File: src/rtl/router_pkt_src.sv
// Packet source for the router input port: buffers one request plus its payload,
// then plays header/payload/parity into the router and reports the err window result.
module router_pkt_src #(
  parameter int ERR_WAIT = 3,
  parameter int CNT_W    = 16
) (
  input  logic             clock,
  input  logic             resetn,
  input  logic             req_valid,
  input  logic [1:0]       req_addr,
  input  logic [5:0]       req_len,
  output logic             req_ready,
  input  logic             pl_valid,
  input  logic [7:0]       pl_data,
  output logic             pl_ready,
  output logic             pkt_valid,
  output logic [7:0]       data_out,
  input  logic             busy,
  input  logic             err,
  output logic             tx_done,
  output logic             tx_err,
  output logic             req_reject,
  output logic [CNT_W-1:0] pkt_cnt
);
  localparam int EW = (ERR_WAIT > 1) ? $clog2(ERR_WAIT) : 1;
  localparam logic [EW-1:0] ELAST = EW'(ERR_WAIT - 1);

  typedef enum logic [2:0] {
    S_IDLE, S_LOAD, S_DRAIN, S_HDR, S_PAY, S_PAR, S_EWAIT
  } state_t;

  state_t          state, state_nx;
  logic [1:0]      addr_q;
  logic [5:0]      len_q;
  logic [5:0]      cnt;
  logic [7:0]      par;
  logic [EW-1:0]   ecnt;
  logic            errseen;
  logic [7:0]      mem [64];
  logic            xfer, pl_acc, last_pl, ecnt_last;

  assign last_pl   = (cnt == len_q - 6'd1);
  assign ecnt_last = (ecnt == ELAST);
  assign pl_acc    = pl_valid & pl_ready;

  always_comb begin
    state_nx  = state;
    req_ready = 1'b0;
    pl_ready  = 1'b0;
    xfer      = 1'b0;
    case (state)
      S_IDLE: begin
        req_ready = 1'b1;
        if (req_valid)
          state_nx = (req_addr == 2'd3 || req_len == 6'd0) ? S_DRAIN : S_LOAD;
      end
      S_LOAD: begin
        pl_ready = 1'b1;
        if (pl_valid && last_pl) state_nx = S_HDR;
      end
      S_DRAIN: begin
        pl_ready = (len_q != 6'd0);
        if (len_q == 6'd0)             state_nx = S_IDLE;
        else if (pl_valid && last_pl)  state_nx = S_IDLE;
      end
      S_HDR: begin
        xfer = ~busy;
        if (!busy) state_nx = S_PAY;
      end
      S_PAY: begin
        xfer = ~busy;
        if (!busy && last_pl) state_nx = S_PAR;
      end
      S_PAR: begin
        xfer = ~busy;
        if (!busy) state_nx = S_EWAIT;
      end
      S_EWAIT: begin
        if (ecnt_last) state_nx = S_IDLE;
      end
      default: state_nx = S_IDLE;
    endcase
  end

  always_ff @(posedge clock or negedge resetn) begin
    if (!resetn) state <= S_IDLE;
    else         state <= state_nx;
  end

  // data_out/pkt_valid are registered and only move on a transfer or on HDR entry,
  // so a busy stall holds them without extra logic.
  always_ff @(posedge clock or negedge resetn) begin
    if (!resetn) begin
      addr_q     <= '0;
      len_q      <= '0;
      cnt        <= '0;
      par        <= '0;
      ecnt       <= '0;
      errseen    <= 1'b0;
      pkt_valid  <= 1'b0;
      data_out   <= '0;
      tx_done    <= 1'b0;
      tx_err     <= 1'b0;
      req_reject <= 1'b0;
      pkt_cnt    <= '0;
      for (int i = 0; i < 64; i++) mem[i] <= '0;
    end else begin
      tx_done    <= 1'b0;
      tx_err     <= 1'b0;
      req_reject <= 1'b0;
      case (state)
        S_IDLE: if (req_valid) begin
          addr_q <= req_addr;
          len_q  <= req_len;
          par    <= {req_len, req_addr};
          cnt    <= '0;
        end
        S_LOAD: if (pl_acc) begin
          mem[cnt] <= pl_data;
          par      <= par ^ pl_data;
          cnt      <= cnt + 6'd1;
          if (last_pl) begin
            pkt_valid <= 1'b1;
            data_out  <= {len_q, addr_q};
          end
        end
        S_DRAIN: begin
          if (pl_acc) cnt <= cnt + 6'd1;
          if (state_nx == S_IDLE) req_reject <= 1'b1;
        end
        S_HDR: if (xfer) begin
          cnt      <= '0;
          data_out <= mem[0];
        end
        S_PAY: if (xfer) begin
          if (last_pl) begin
            pkt_valid <= 1'b0;
            data_out  <= par;
          end else begin
            cnt      <= cnt + 6'd1;
            data_out <= mem[cnt + 6'd1];
          end
        end
        S_PAR: if (xfer) begin
          data_out <= '0;
          ecnt     <= '0;
          errseen  <= 1'b0;
        end
        S_EWAIT: begin
          errseen <= errseen | err;
          ecnt    <= ecnt + EW'(1);
          if (ecnt_last) begin
            tx_done <= 1'b1;
            tx_err  <= errseen | err;
            pkt_cnt <= pkt_cnt + CNT_W'(1);
          end
        end
        default: ;
      endcase
    end
  end

endmodule

File: config.mk
export PLATFORM = sky130hd
export DESIGN_NAME = router_pkt_src
export DESIGN_NICKNAME = d
export VERILOG_FILES = /design/src/rtl/router_pkt_src.sv
export SDC_FILE = /design/constraint.sdc
export NUM_CORES = 1
export LEC_CHECK = 0
export ABC_CLOCK_PERIOD_IN_PS = 3400
export BUFFER_PORTS_ARGS = -buffer_cell sky130_fd_sc_hd__buf_2
export CELL_PAD_IN_SITES_DETAIL_PLACEMENT = 1
export CELL_PAD_IN_SITES_GLOBAL_PLACEMENT = 2
export CORE_ASPECT_RATIO = 0.7
export CORE_MARGIN = 1.5
export CORE_UTILIZATION = 46
export CTS_BUF_LIST = sky130_fd_sc_hd__clkbuf_16
export CTS_CLUSTER_DIAMETER = 30
export DETAILED_ROUTE_END_ITERATION = 16
export GPL_TIMING_DRIVEN = 1
export MAX_ROUTING_LAYER = met4
export PLACE_DENSITY = 0.78
export SLEW_MARGIN = 20
export SYNTH_ARGS = -nofsm -noshare
export SYNTH_HDL_FRONTEND = slang
export SYNTH_SLANG_ARGS = --single-unit
export TNS_END_PERCENT = 50
File: constraint.sdc
create_clock -name clock -period 3.4 [get_ports clock]
set_input_delay 0.17 -clock clock [delete_from_list [all_inputs] [get_ports clock]]
set_output_delay 0.17 -clock clock [all_outputs]
set_load 0.05 [all_outputs]
### After elaboration in Yosys (flattened, before gate mapping)

Index checks and enable logic that the tools add are counted.

| word-level totals | value |
|---|---|
| register bits after elaboration | 568 |
| input port bits | 22 |
| word-level logic and storage cells | 183 |

| operators by class | value |
|---|---|
| bitwise operators | 6 |
| eq/ne operators | 18 |
| add/subtract/negate cells | 4 |
| reduce and logical (&&, ||, !) cells | 25 |
| multiplexer cells | 50 |
| order comparisons | 3 |

Operators with widths:

| kind | number |
|---|---|
| bitwise mux 512 bit | 1 |
| 2-to-1 mux 8 bit | 11 |
| binary-select mux 8 bit (select 6 bit) | 1 |
| demux 8 bit (select 6 bit) | 1 |
| one-hot mux 8 bit (4 select lines) | 1 |
| 2-to-1 mux 6 bit | 5 |
| 2-to-1 mux 3 bit | 8 |
| one-hot mux 6 bit (4 select lines) | 1 |
| one-hot mux 3 bit (7 select lines) | 1 |
| adder 16 x 1 -> 16 bit (second input constant) | 1 |
| != test 2 bit (second input constant) | 8 |
| one-hot mux 8 bit (2 select lines) | 1 |
| >= comparator 7 bit (second input constant) | 2 |
| inverter 6 -> 7 bit | 2 |
| 2-to-1 mux 1 bit | 13 |
| logical NOT 6 bit | 2 |
| AND reduction 6 bit | 2 |
| equality test 3 bit (second input constant) | 3 |
| AND reduction 2 bit | 4 |
| nonzero test 4 bit | 2 |
| bitwise XOR 8 bit | 1 |
| less-than comparator 7 x 1 -> 1 bit (second input constant) | 1 |
| adder 6 x 1 -> 6 bit (second input constant) | 1 |
| equality test 3 x 2 -> 1 bit (second input constant) | 2 |
| other kinds (22) | 31 |

### Longest topological paths before layout

Gate-level depths: netlist of run 1.

| logic depth | value |
|---|---|
| depth after elaboration | 9 |
| depth in mapped cells | 10 |

### Worst setup path after synthesis of run 1

No wires, ideal clock.

| timing path | value |
|---|---|
| path type | register to register |
| from | reg state[1] |
| to | reg par[5] |
| cell stages (with the launch flop) | 7 |
| data arrival time | 2.766 ns |
| setup slack | 0.557 ns |
| period minus slack after synthesis | 2.843 ns |
| setup time | 0.077 ns |
| buffers on the path | 1 |
| path through | dfrtp_1 -> nor3_1 -> nand2_1 -> nand2_1 -> clkbuf_1 -> a21oi_1 -> a21oi_1 |

| between the ends | value |
|---|---|
| cells in the longest elaborated chain, start to end | 5 |
| elaborated cells on any way between the ends | 10 |
| those cells by class | eq/ne (4); mux (2); bitwise (1); reduce/logical (3) |

Ends and longest elaborated chain:

| element | line | text |
|---|---|---|
| start, declared | 32 | `state_t state, state_nx;` |
| start signal, assigned | 87 | `else state <= state_nx;` |
| equality test 3 x 2 -> 1 bit or equality test 3 x 1 -> 1 bit (tied branches) | 51, 111 |  |
| one-hot mux 1 bit (2 select lines) | 51 | `case (state)` |
| bitwise AND 1 bit | 44 | `assign pl_acc = pl_valid & pl_ready;` |
| != test 2 bit (no line) | - |  |
| AND reduction 3 bit (no line) | - |  |
| end signal, assigned | 115 | `par <= {req_len, req_addr};` |
| end signal, assigned | 120 | `par <= par ^ pl_data;` |
| end, declared | 36 | `logic [7:0] par;` |

Parallel ways exist; a longest one is shown, timed or not.
A chain may end at the register's enable or synchronous reset.

### Worst setup path after layout of run 1

| timing path | value |
|---|---|
| from | reg state[1] |
| to | reg mem[31] (netlist name) |

| between the ends | value |
|---|---|
| cells in the longest elaborated chain, start to end | 4 |
| elaborated cells on any way between the ends | 5 |
| those cells by class | eq/ne (2); mux (1); bitwise (1); reduce/logical (1) |

Ends and longest elaborated chain:

| element | line | text |
|---|---|---|
| equality test 3 x 2 -> 1 bit or equality test 3 x 1 -> 1 bit (tied branches) | 51, 111 |  |
| one-hot mux 1 bit (2 select lines) | 51 |  |
| bitwise AND 1 bit | 44 |  |
| AND reduction 2 bit (no line) (*) | - |  |
| end signal, assigned by index | 119 | `mem[cnt] <= pl_data;` |
| end, declared | 39 | `logic [7:0] mem [64];` |

Mark *: on every way between the ends. The rest lies on a longest branch, timed or not.

==> results of run 1 <==
worst max-delay path by stage:
stage,start,to
detailed placement,state[1]$_DFF_PN0_,mem[31]$_DFFE_PN0P_
CTS,state[1]$_DFF_PN0_,mem[24]$_DFFE_PN0P_
finish,state[1]$_DFF_PN0_,mem[31]$_DFFE_PN0P_
global route,cnt[0]$_DFFE_PN0P_,data_out[0]$_DFFE_PN0P_
floorplan,state[1]$_DFF_PN0_,par[5]$_DFFE_PN0P_
global placement,cnt[0]$_DFFE_PN0P_,data_out[0]$_DFFE_PN0P_
state kept, by name (all words and copies together), names as in the netlist, 2 cells and up:
register	count
par	8
addr_q	2
pkt_cnt	16
mem	512
len_q	6
ecnt	2
data_out	8
cnt	6
state	3
layer usage:
layer	GRT usage, %	up-vias	part of all wire [%]
met5	-	-	0
met4	7.44	0	2.0
met3	5.72	109	5.6
met2	39.4	386	44
met1	39.4	9243	48
li1	-	7316	-
repair_timing:
item | CTS | global route
gates resized for setup | 0 | 0
hold buffers | 16 | 0
endpoints found under the hold margin | 93 | 0
worst max-delay path: stages, from the launching register on:
cell	delay [ns]
sky130_fd_sc_hd__dfrtp_1	0.37
sky130_fd_sc_hd__nand2b_1	0.18
sky130_fd_sc_hd__nand2b_1	0.28
sky130_fd_sc_hd__nor3_1	0.27
sky130_fd_sc_hd__nand3_1	0.70
sky130_fd_sc_hd__nor2_2	0.79
sky130_fd_sc_hd__mux2_1	0.40
synth_stat cells (all sizes together), types with 5 or more instances:
| cell type | count | area, um2 |
|---|---|---|
| dfrtp | 568 | 14200 |
| mux2 | 515 | 5800 |
| nand2 | 137 | 517 |
| mux4 | 128 | 2880 |
| clkbuf | 103 | 387 |
| nor2 | 74 | 358 |
| nand3 | 49 | 250 |
| a21oi | 41 | 209 |
| o21ai | 36 | 180 |
| buf | 27 | 139 |
| mux2i | 25 | 250 |
| xnor2 | 20 | 183 |
| a32oi | 16 | 140 |
| or3 | 13 | 86.3 |
| a22o | 12 | 105 |
| a31oi | 10 | 62.6 |
| a21o | 9 | 67.6 |
| and4 | 9 | 78.8 |
| nor2b | 9 | 56.3 |
| nor3 | 9 | 45.0 |
| nand2b | 8 | 50.1 |
| o2bb2ai | 8 | 70.1 |
| xor2 | 8 | 70.1 |
| inv | 7 | 26.3 |
| nand4 | 6 | 37.5 |
| a211oi | 5 | 42.5 |
| ha | 5 | 62.6 |
| nor4 | 5 | 31.3 |
logic make-up after synthesis:
kind of cell / count (synthesis)
flip-flops: 568
multiplexers: 668
XOR/XNOR: 28
AO/OA/AOI/OAI: 154
adder cells (fa/ha/maj): 5
AND/OR/NAND/NOR: 335
buffers and inverters: 137
power breakdown:
group          total, W  internal, W  switching (W)
Combinational   0.00554      0.00222        0.00333
Sequential      0.00774      0.00731       0.000430
Clock            0.0104      0.00678        0.00364
cell type report:
class                           count  share of cell area, %
Clock inverter                     86                   2.66
Antenna cell                        1                0.00784
Multi-Input combinational cell   1190                   37.5
Inverter                            7                 0.0824
Tap cell                          750                   2.94
Timing Repair Buffer              150                   3.69
Sequential cell                   568                   44.6
Clock buffer                      109                   8.55
cells in the final DEF (no fill, tap or decap), types with 4 or more instances in the layout:
cell                              n
sky130_fd_sc_hd__mux2i_1         25
sky130_fd_sc_hd__nor2_1          42
sky130_fd_sc_hd__clkinvlp_4       9
sky130_fd_sc_hd__dlygate4sd3_1   16
sky130_fd_sc_hd__buf_2           49
sky130_fd_sc_hd__o21ai_0         34
sky130_fd_sc_hd__a21o_1           9
sky130_fd_sc_hd__a21oi_1         40
sky130_fd_sc_hd__buf_12          10
sky130_fd_sc_hd__or3_1           12
sky130_fd_sc_hd__xor2_1           6
sky130_fd_sc_hd__bufinv_16       13
sky130_fd_sc_hd__nand2_1        136
sky130_fd_sc_hd__nand2b_1         8
sky130_fd_sc_hd__buf_4           74
sky130_fd_sc_hd__and4_1           9
sky130_fd_sc_hd__xnor2_1         18
sky130_fd_sc_hd__inv_1           22
sky130_fd_sc_hd__dfrtp_1        567
sky130_fd_sc_hd__o2bb2ai_1        8
sky130_fd_sc_hd__mux4_2         128
sky130_fd_sc_hd__nand3_1         48
sky130_fd_sc_hd__nor2b_1          9
sky130_fd_sc_hd__clkinv_2        20
sky130_fd_sc_hd__and3_1           4
sky130_fd_sc_hd__a31oi_1         10
sky130_fd_sc_hd__clkinv_1        14
sky130_fd_sc_hd__clkbuf_16      109
sky130_fd_sc_hd__nor3_1           9
sky130_fd_sc_hd__a211oi_1         4
sky130_fd_sc_hd__nor4_1           5
sky130_fd_sc_hd__nor2_2          32
sky130_fd_sc_hd__mux2_1         390
sky130_fd_sc_hd__clkinv_4         6
sky130_fd_sc_hd__a32oi_1         16
sky130_fd_sc_hd__a22o_1          12
sky130_fd_sc_hd__ha_1             4
sky130_fd_sc_hd__nand4_1          6
sky130_fd_sc_hd__mux2_2         125
stage by stage:
stage | worst slack [ns] | hold slack (ns) | std cells
global route | 0.172 | 0.142 | 2861
floorplan | 0.557 | -0.126 | 1895
detailed placement | 0.357 | 0.228 | 2649
CTS | 0.317 | 0.115 | 2860
finish | 0.267 | 0.109 | 2861
global placement | 0.365 | 0.223 | 2649
==> results summary, run 1 <==
The flow ran to the end, and the final reports show no timing, DRC or antenna violations. After clock tree synthesis, the setup repair step added 0 buffers. The sequential standard cell area came out at ~14000 um2. The power density over the cells came out at 743 nW/um2.

The average instance area after synthesis is 14.1 um2. The routed design could run at a clock period as short as 3.13 ns. The floorplan die area is around 59000 um2. After synthesis, flip-flops and latches occupy 53.3% of the total area. The depth of the CTS H-tree came out at 3. 52 I/O pins were placed. The number of hold-slack violations in the final timing report is 0. The aggregate routed wire length came out at 76000 um. For the worst-skew pair, the clock arrives at the later sink with an insertion delay of 0.66 ns. The largest net degree at the start of global routing came out at 82. The leakage dissipation is 15.3 nW. The final number of setup-violating endpoints came out at 0.

The synthesized-area fraction occupied by ao, oa, aoi and oai cells came out at 3.88%. The worst setup path is of the flip-flop to flip-flop kind. The Yosys warning count came out at 0. The required time of the worst setup path came out at slightly below 4 ns. Counting flops with an async set or reset pin after synthesis yields a share of 100%. The xor-xnor portion of the synthesized cell area came out at less than 1%.

The actual slew at the worst max-slew pin is 1.09 ns. The detailed-route via count came out at 17054. Of all nets on the critical path, the largest fanout is 8. From synthesis to final layout, the design area changed by 19.6%. The number of detailed-route iterations in the first pass is 5. Measured along the x axis, the die boundary spans 291 um. The number of buffers on the longest clock path is 3. The worst register-to-register path ends at mem[31]$_DFFE_PN0P_. The share of the core filled with cells in the final layout came out at 56.0%. After layout, the design draws a total of around 0.024 W. The first-pass GRT wire length is 119000 um.

The placeable core area is 57000 um2. The total placed instance area is 28200 um2. The type of destination of the critical path is a flip-flop. The setup check on the worst reg-to-reg path leaves a slack of 0.27 ns. For this run, design rule violations remaining after detail routing come to 0. The clock buffer count from CTS is 109. Summing the areas of all fa, ha and maj instances in the mapped netlist gives less than 1% of the synthesized area.

The gate count after technology mapping is 1895. The quantity of I/O buffers inserted on ports came out at 51. The main flop type after synthesis is sky130_fd_sc_hd__dfrtp_1. The post-detailed-route wirelength per cell came out at 26.6 um. The number of distinct standard cells referenced by the synthesized netlist came out at 64. Dividing the detail-routed via count by the number of cells gives 5.96.

The global placement routability congestion came out at between 0.8 and 0.9. The number of flip-flops and latches in the synthesized netlist is 568. The height of the chip came out at 204 um. The count of flip-flops with a built-in enable after synthesis came out at 0. In the final layout, the share of cells above drive strength 1 is 28.5%. The post-route setup TNS came out at 0 ns. After Yosys synthesis, and, or, nand and nor cells account for 6.10% of the synthesized area. The achievable clock frequency is 319 MHz. The total congestion overflow after global routing is 0. The clock-pin slew on the worst setup and hold paths came out at around 0.05 ns. In this run the tightest slew margin relative to its limit is 27.2%. The filler cells instantiated in the layout total ~5400. Detailed placement ended at an HPWL of 50100 um.

Summing all multi-input logic gate instances after layout gives 12000 um2. The count of final max-slew check failures came to 0. The number of violations reported at the end of detailed-routing iteration 0 is roughly 1200.

The data arrival time of the worst path came out at 3.67 ns. The worst ir drop on vdd is 522 uV. The share of the clock period used by the worst path after layout came out at about 92%.

The post-synthesis mux area share is between 30 and 40%. Global routing used roughly 27% of the available tracks across all layers. The final design instance area without fill came out at 31900 um2. Counting every net in the synthesized netlist gives 1922. Setup repair after global routing left no endpoint under its margin. The area of the mapped netlist is between 20000 and 30000 um2. The number of global-route vias before repair came to 18645. The initial antenna violation count came out at 3. The clock net sink count is 568. Counting cells, the worst reg-to-reg path comes to 6. The detail route stage leaves a number of antenna-violating nets equal to 0. The tightest min-delay check is of the primary input to asynchronous set/reset pin type. The master cell of the clock root buffer is sky130_fd_sc_hd__clkbuf_16.

The number of nets in the final layout is between 2000 and 2500. The number of rows in the core area came out at 73. The worst clock skew on the final layout came out at approximately 0.025 ns. The beginning of the worst register-to-register path is state[1]$_DFF_PN0_. TritonCTS built the clock tree.

The dominant combinational cell family by area after synthesis is multiplexers. STA classifies the critical path startpoint as a flip-flop. Once the floorplan was initialized, standard cells occupied between 40% and 50% of the core. The max-cap violation count came out at 0.
Note: power is estimated with default switching activity, not from simulation.
==> run 2: changes to the inputs <==
Settings changed: ABC_CLOCK_PERIOD_IN_PS 3400 to 3850, CORE_MARGIN 1.5 to not set, CORE_UTILIZATION 46 to 50, PLACE_DENSITY 0.78 to 0.84.
Clock period 3.4 ns to 3.85 ns, I/O delays scaled along.
==> results summary, run 2 (same netlist as run 1, synthesis figures left out) <==
The clock-pin slew on the worst setup and hold paths came to 0.05 ns (about the same). The placeable core area was 52500 um2 (was 57000 um2). The number of hold-slack violations in the final timing report is 0 (unchanged). Unrepaired setup endpoints after global routing: false (unchanged). The post-cts hold buffer count is 14 (was 16). The worst setup margin is 0.407 ns (was 0.267 ns).

The commonest non-fill, non-tap cell in the layout is sky130_fd_sc_hd__dfrtp_1 (unchanged). The remaining design rule violation count is 0 (unchanged). The TritonCTS clock tree is done (unchanged). The depth of the CTS H-tree is 3 (unchanged).

The final number of setup-violating endpoints was 0 (unchanged). The quantity of I/O buffers inserted on ports came out at 51 (unchanged). The combinational group share of total power is 24.0% (was 23.4%). The total placed instance area is 28000 um2 (was 28200 um2). The detail-routed via count per cell came out at 6.21 (was 5.96). The internal power summed over all cells came out at 0.0141 W (was 0.0163 W). The met1 global-route usage is 45.3% (was 39.4%). Registers with the most flip-flops: mem (512), pkt_cnt (16) (unchanged).

The cell type of the slowest stage on the worst timing path was sky130_fd_sc_hd__dfrtp_1 (was sky130_fd_sc_hd__nor2_2). The fraction of final layout cells sized beyond drive strength 1 is 28.1% (was 28.5%). The global placement routability congestion is 0.939 (was 0.880). The number of detailed-route iterations in the first pass came to 5 (unchanged).

The class of the tightest hold or removal check was primary input to flip-flop (was primary input to asynchronous set/reset pin). The master cell of the clock root buffer is sky130_fd_sc_hd__clkbuf_16 (unchanged). The clock latency reported for the late side of the worst-skew pair came to 0.67 ns (was 0.66 ns).

The final instance count without filler cells came out at 2792 (was 2861). The detailed-route via count is 17328 (was 17054). The number of violations reported at the end of detailed-routing iteration 0 came out at 1299 (was 1244). The layout overhead on the synthesized area came out at 18.8% (was 19.6%). The maximum net fanout on the critical path is 22 (was 8). The total congestion overflow after global routing is 0 (unchanged). The cell count after placement is 2579 (was 2649). The clock period minus worst slack came to 3.44 ns (was 3.13 ns).

The setup slack after placement came out at 0.615 ns (was 0.357 ns). The remaining antenna violation count after routing came out at 0 (unchanged). Cell breakdown of the critical path: nand3_2 -> buf_4 -> xor2_2 -> buf_4 -> nor4_1 -> buf_4 -> nand3_1 -> and4_1 -> a32oi_1 -> o2bb2ai_1 (was nand2b_1 -> nand2b_1 -> nor3_1 -> nand3_1 -> nor2_2 -> mux2_1). The achievable clock frequency came out at 290 MHz (was 319 MHz). The clock buffer count from CTS is 106 (was 109).

The number of global-route vias before repair is 19251 (was 18645). The worst clock skew on the final layout is 0.0414 ns (was 0.0248 ns). The number of setup buffers added after CTS came out at 0 (unchanged). The initial cell density of the core came out at 50.8% (was 46.8%). The worst slew margin relative to its limit came out at 27.7% (was 27.2%).

The initial antenna violation count was 3 (unchanged). The delay of the slowest cell on the worst path is 0.71 ns (was 0.79 ns). The number of gates resized after CTS is 0 (unchanged).

The number of rows in the core area is 70 (was 73). The floorplan die area came out at 54300 um2 (was 59500 um2). The switching share of power is 32.7% (was 31.2%). The detailed-placement wirelength estimate came out at 50800 um (was 50100 um). The number of primary I/O pins came to 52 (unchanged). The met2 demand-to-capacity share in global routing is 45.4% (was 39.4%). The clock group share of total power is 43.2% (was 44.0%). The relative contribution of sequential cells to total power came to 32.8% (was 32.6%). The leakage dissipation came to 15.2 nW (was 15.3 nW). The max-cap violation count came out at 0 (unchanged). The required time of the worst setup path came out at 4.40 ns (was 3.93 ns). The met3 routing resource usage after global routing was 8.84% (was 5.72%). The worst ir drop on vdd came to 417 uV (was 522 uV). The count of final max-slew check failures is 0 (unchanged). The aggregate routed wire length is 80300 um (was 76000 um).

The data arrival time of the worst path came to 3.99 ns (was 3.67 ns). The cell repeated most along the worst path was sky130_fd_sc_hd__buf_4 (was sky130_fd_sc_hd__nand2b_1). The number of buffers on the longest clock path came out at 3 (unchanged). The number of nets in the final layout came out at 2044 (was 2053). Highest-count cells in the layout ignoring fill and taps: sky130_fd_sc_hd__dfrtp_1 (567), sky130_fd_sc_hd__mux2_1 (390), sky130_fd_sc_hd__nand2_1 (136) (unchanged). The worst hold slack across all endpoints came out at 0.0933 ns (was 0.109 ns). The top register by number of flip-flops is mem (unchanged). The post-detailed-route wirelength per cell is 28.8 um (was 26.6 um). The type of the worst setup path is flip-flop to flip-flop (unchanged).

The type of destination of the critical path is a flip-flop (unchanged). The first-pass GRT wire length is 126000 um (was 119000 um). The largest net degree at the start of global routing is 102 (was 82). The power density over the cells is 661 nW/um2 (was 743 nW/um2).

The register-to-register setup slack is 0.41 ns (was 0.27 ns). The power dissipated by switching net loads was 0.00684 W (was 0.00740 W). The element type at the critical path start was a flip-flop (unchanged). The final design instance area without fill is 31700 um2 (was 31900 um2). The clock net sink count is 568 (unchanged). The die span in x came to 278 um (was 291 um). The number of flip-flops under the largest register name came out at 512 (unchanged). The count of fill cells added during filler insertion came out at 4840 (was 5393). The global-route layer with the greatest usage is met2 (was met1). Run status: finished clean (unchanged). The post-route setup TNS is 0 ns (unchanged). The height of the chip is 195 um (was 204 um).

The combined global-route utilization of all metal layers came to 32.0% (was 27.4%). The actual slew at the worst max-slew pin came out at 1.08 ns (was 1.09 ns). The share of the clock period used by the worst path after layout came out at 89.4% (was 92.1%).
==> run 2: changes by cell type in the layout (fill, tap and decap cells not counted), moves of 3 or more <==
cell / previous run / this run
sky130_fd_sc_hd__bufinv_16: 13 / 9
sky130_fd_sc_hd__buf_4: 74 / 71
sky130_fd_sc_hd__inv_8: 0 / 4
sky130_fd_sc_hd__clkinv_1: 14 / 22
sky130_fd_sc_hd__clkinv_2: 20 / 16
==> run 2: per-layer routing <==
metal | wire length, um | vias up
met1 | 36800 | 9388
li1 | - | 7306
met4 | 1620 | 0
met5 | 0 | -
met3 | 6100 | 117
met2 | 35800 | 517
==> run 2: final cells by class <==
type	instances	area, um2	area share, %
Clock inverter	90	836	2.64
Inverter	7	26.3	0.0829
Antenna cell	2	5.00	0.0158
Multi-Input combinational cell	1190	12000	37.8
Clock buffer	107	2680	8.45
Tap cell	684	856	2.70
Timing Repair Buffer	144	1110	3.51
Sequential cell	568	14200	44.9
==> run 2: worst paths after layout <==
path,from,to,depth (start not counted)
setup / recovery,cnt[2]$_DFFE_PN0P_,data_out[4]$_DFFE_PN0P_,10
hold / removal,pl_data[4],mem[44]$_DFFE_PN0P_,2
setup reg to reg,cnt[2]$_DFFE_PN0P_,data_out[4]$_DFFE_PN0P_,10
hold reg to reg,addr_q[1]$_DFFE_PN0P_,addr_q[1]$_DFFE_PN0P_,2
max in group asynchronous,resetn,mem[490]$_DFFE_PN0P_,3
min in group asynchronous,resetn,pkt_cnt[4]$_DFFE_PN0P_,2
==> run 2: power by group through the flow <==
stage	Combinational [W]	Sequential, W	Clock (W)
2_1_floorplan	0.00318	0.00692	0
3_3_place_gp	0.00483	0.00692	0
3_5_place_dp	0.00492	0.00694	0
4_1_cts	0.00498	0.00686	0.00918
5_1_grt	0.00534	0.00692	0.00945
6_report	0.00502	0.00688	0.00905
==> run 2: worst max-delay path, delay by kind of cell, from the launching register on <==
family / cells / cell delay, ns
AO/OA/AOI/OAI: 2 / 0.28
XOR/XNOR: 1 / 0.16
AND/OR/NAND/NOR: 4 / 1.41
buffers and inverters: 3 / 0.75
flip-flops: 1 / 0.71
==> run 2: per-stage QoR <==
stage               total power, W  utilization [%]
finish                      0.0210             60.4
global route                0.0217             60.4
CTS                         0.0210             60.4
detailed placement          0.0119             53.4
global placement            0.0117             53.4
floorplan                   0.0101                -
==> run 3: changes to the inputs <==
Settings changed: CORE_MARGIN set to 2, GPL_TIMING_DRIVEN 1 to 0.
==> results summary, run 3 (same netlist as run 1, synthesis figures left out) <==
The master cell of the clock root buffer is sky130_fd_sc_hd__clkbuf_16 (unchanged). The capturing point of the worst reg2reg path is mem[29]$_DFFE_PN0P_ (was data_out[4]$_DFFE_PN0P_). Run status: finished with violations (was finished clean). The clock latency reported for the late side of the worst-skew pair was 0.66 ns (was 0.67 ns).

The worst clock skew on the final layout is 0.0187 ns (was 0.0414 ns). The type of the worst setup path is flip-flop to flip-flop (unchanged). The number of buffers on the longest clock path came out at 3 (unchanged). The layout overhead on the synthesized area came out at 20.1% (was 18.8%).

The placeable core area came out at 52500 um2 (unchanged). The die span in x is 280 um (was 278 um). The quantity of I/O buffers inserted on ports came out at 50 (was 51). The post-detailed-route wirelength per cell was 32.1 um (was 28.8 um). The number of flip-flops under the largest register name came out at 512 (unchanged). The detailed-placement wirelength estimate was 61000 um (was 50800 um). The number of violations reported at the end of detailed-routing iteration 0 is 1731 (was 1299). The power density over the cells came to 693 nW/um2 (was 661 nW/um2). The maximum net fanout on the critical path is 10 (was 22).

The clock period minus worst slack is 3.91 ns (was 3.44 ns). The clock-pin slew on the worst setup and hold paths is 0.05 ns (about the same). The TritonCTS clock tree is done (unchanged).

The aggregate routed wire length came to 91900 um (was 80300 um). The number of rows in the core area is 70 (unchanged). The number of primary I/O pins is 52 (unchanged). The achievable clock frequency is 256 MHz (was 290 MHz). The cell type of the slowest stage on the worst timing path was sky130_fd_sc_hd__nor2_2 (was sky130_fd_sc_hd__dfrtp_1). The total congestion overflow after global routing is 0 (unchanged).

The required time of the worst setup path came to 4.38 ns (was 4.40 ns). The cell repeated most along the worst path is sky130_fd_sc_hd__buf_2 (was sky130_fd_sc_hd__buf_4). The floorplan die area came out at 55200 um2 (was 54300 um2). The share of the clock period used by the worst path after layout is 102% (was 89.4%). The worst slew margin relative to its limit came out at 21.3% (was 27.7%). The first-pass GRT wire length is 138000 um (was 126000 um). The number of detailed-route iterations in the first pass was 5 (unchanged).

The largest net degree at the start of global routing was 102 (unchanged). Highest-count cells in the layout ignoring fill and taps: sky130_fd_sc_hd__dfrtp_1 (568), sky130_fd_sc_hd__mux2_1 (390), sky130_fd_sc_hd__nand2_1 (136) (was sky130_fd_sc_hd__dfrtp_1 (567), sky130_fd_sc_hd__mux2_1 (390), sky130_fd_sc_hd__nand2_1 (136)). The top register by number of flip-flops is mem (unchanged). The remaining design rule violation count is 0 (unchanged). The initial cell density of the core is 50.8% (unchanged). The remaining antenna violation count after routing came out at 0 (unchanged). The count of final max-slew check failures came to 0 (unchanged).

Cell breakdown of the critical path: buf_2 -> buf_2 -> buf_4 -> buf_2 -> nor3_1 -> nand3_1 -> nor2_2 -> mux2_1 (was nand3_2 -> buf_4 -> xor2_2 -> buf_4 -> nor4_1 -> buf_4 -> nand3_1 -> and4_1 -> a32oi_1 -> o2bb2ai_1). The number of nets in the final layout came out at 2108 (was 2044). The commonest non-fill, non-tap cell in the layout is sky130_fd_sc_hd__dfrtp_1 (unchanged).

The clock buffer count from CTS came out at 106 (unchanged). The max-cap violation count came out at 0 (unchanged). The class of the tightest hold or removal check is primary input to asynchronous set/reset pin (was primary input to flip-flop).

The height of the chip is 197 um (was 195 um). The detail-routed via count per cell is 6.44 (was 6.21). The element type at the critical path start is a flip-flop (unchanged). The depth of the CTS H-tree is 3 (unchanged). The global placement routability congestion was 0.953 (was 0.939). The final reports fail on negative setup slack. The clock net sink count came out at 568 (unchanged). The final design instance area without fill is 32000 um2 (was 31700 um2). The actual slew at the worst max-slew pin came to 1.18 ns (was 1.08 ns). The leakage dissipation came out at 15.3 nW (was 15.2 nW). The data arrival time of the worst path was 4.45 ns (was 3.99 ns). The detailed-route via count is 18421 (was 17328). The delay of the slowest cell on the worst path came to 0.82 ns (was 0.71 ns).

The register-to-register setup slack came to -0.06 ns (was 0.41 ns). The total placed instance area came to 28000 um2 (about the same). The type of destination of the critical path is a flip-flop (unchanged).

The worst setup margin is -0.0632 ns (was 0.407 ns). Registers with the most flip-flops: mem (512), pkt_cnt (16) (unchanged). The number of setup buffers added after CTS is 0 (unchanged). The worst ir drop on vdd came out at 482 uV (was 417 uV). The fraction of final layout cells sized beyond drive strength 1 came out at 27.2% (was 28.1%). Unrepaired setup endpoints after global routing: true (was false). The number of hold-slack violations in the final timing report is 0 (unchanged). The setup slack after placement came out at -0.336 ns (was 0.615 ns). The beginning of the worst register-to-register path is cnt[0]$_DFFE_PN0P_ (was cnt[2]$_DFFE_PN0P_). The final number of setup-violating endpoints came out at 26 (was 0). The depth of the worst register-to-register path is 8 (was 10).

The number of global-route vias before repair was 19859 (was 19251). The initial antenna violation count came out at 7 (was 3). The combined global-route utilization of all metal layers was 35.5% (was 32.0%).
[run 3: cell types whose count changed in the layout (fill, tap and decap cells not counted), sizes merged]
cell           previous run  this run
clkdlybuf4s15             0         1
clkinv                   46        41
dlygate4sd3              14        20
clkinvlp                 11        13
buf                     130        81
clkbuf                  107       215
inv                      31        29
bufinv                    9        16
[run 3: how the worst max path moves through the flow]
stage | endpoint | start | slack (ns)
6_report | mem[29]$_DFFE_PN0P_ | cnt[0]$_DFFE_PN0P_ | -0.06
5_1_grt | mem[29]$_DFFE_PN0P_ | cnt[0]$_DFFE_PN0P_ | -0.16
4_1_cts | mem[64]$_DFFE_PN0P_ | cnt[0]$_DFFE_PN0P_ | -0.02
3_5_place_dp | data_out[2]$_DFFE_PN0P_ | cnt[0]$_DFFE_PN0P_ | -0.34
3_3_place_gp | mem[228]$_DFFE_PN0P_ | resetn | -8.96
2_1_floorplan | par[5]$_DFFE_PN0P_ | state[1]$_DFF_PN0_ | 1.01
[run 3: repair_timing]
action,4_1_cts,5_1_grt
endpoints found under the setup margin,14,183
gates resized for setup,9,25
hold endpoints to repair,243,0
hold buffers,20,0
[run 3: layout make-up]
type / count / area, um2
multi-input cells: 1190 / 12000
clock inverters: 92 / 992
repair buffers: 79 / 652
well taps: 684 / 856
plain buffers: 129 / 546
flip-flops and latches: 568 / 14200
fillers: 4852 / 20400
clock buffers: 109 / 2730
inverters: 7 / 26.3
diodes: 2 / 5.00
[run 3: through the flow]
step                std cells  utilization [%]  power [W]  setup TNS [ns]  hold WS (ns)
global route             2858             61.1     0.0228           -5.55        0.0281
global placement         2629             53.0     0.0121        -5049.25         0.422
finish                   2860             61.1     0.0222          -0.891       0.00511
detailed placement       2638             53.4     0.0122           -1.92         0.100
CTS                      2858             60.9     0.0220         -0.0707       0.00502
floorplan                1895                -     0.0101               0        -0.103
[run 3: metal layers]
layer	up-vias	global-route usage, %	share of wire [%]
met5	-	-	0
met4	0	10.8	2.9
li1	7429	-	-
met2	737	50.3	44
met3	171	9.63	8.7
met1	10084	50.0	45
[run 3: power breakdown]
| part | internal, W | switching [W] | total (W) |
|---|---|---|---|
| Combinational | 0.00186 | 0.00379 | 0.00565 |
| Clock | 0.00626 | 0.00344 | 0.00970 |
| Sequential | 0.00644 | 0.000403 | 0.00685 |
| Total | 0.0146 | 0.00763 | 0.0222 |
[run 3: critical path, delay by kind of cell, from the launching register on]
family                 cells  cell delay, ns
AND/OR/NAND/NOR            3            1.90
buffers and inverters      4            1.08
multiplexers               1            0.40
flip-flops                 1            0.37
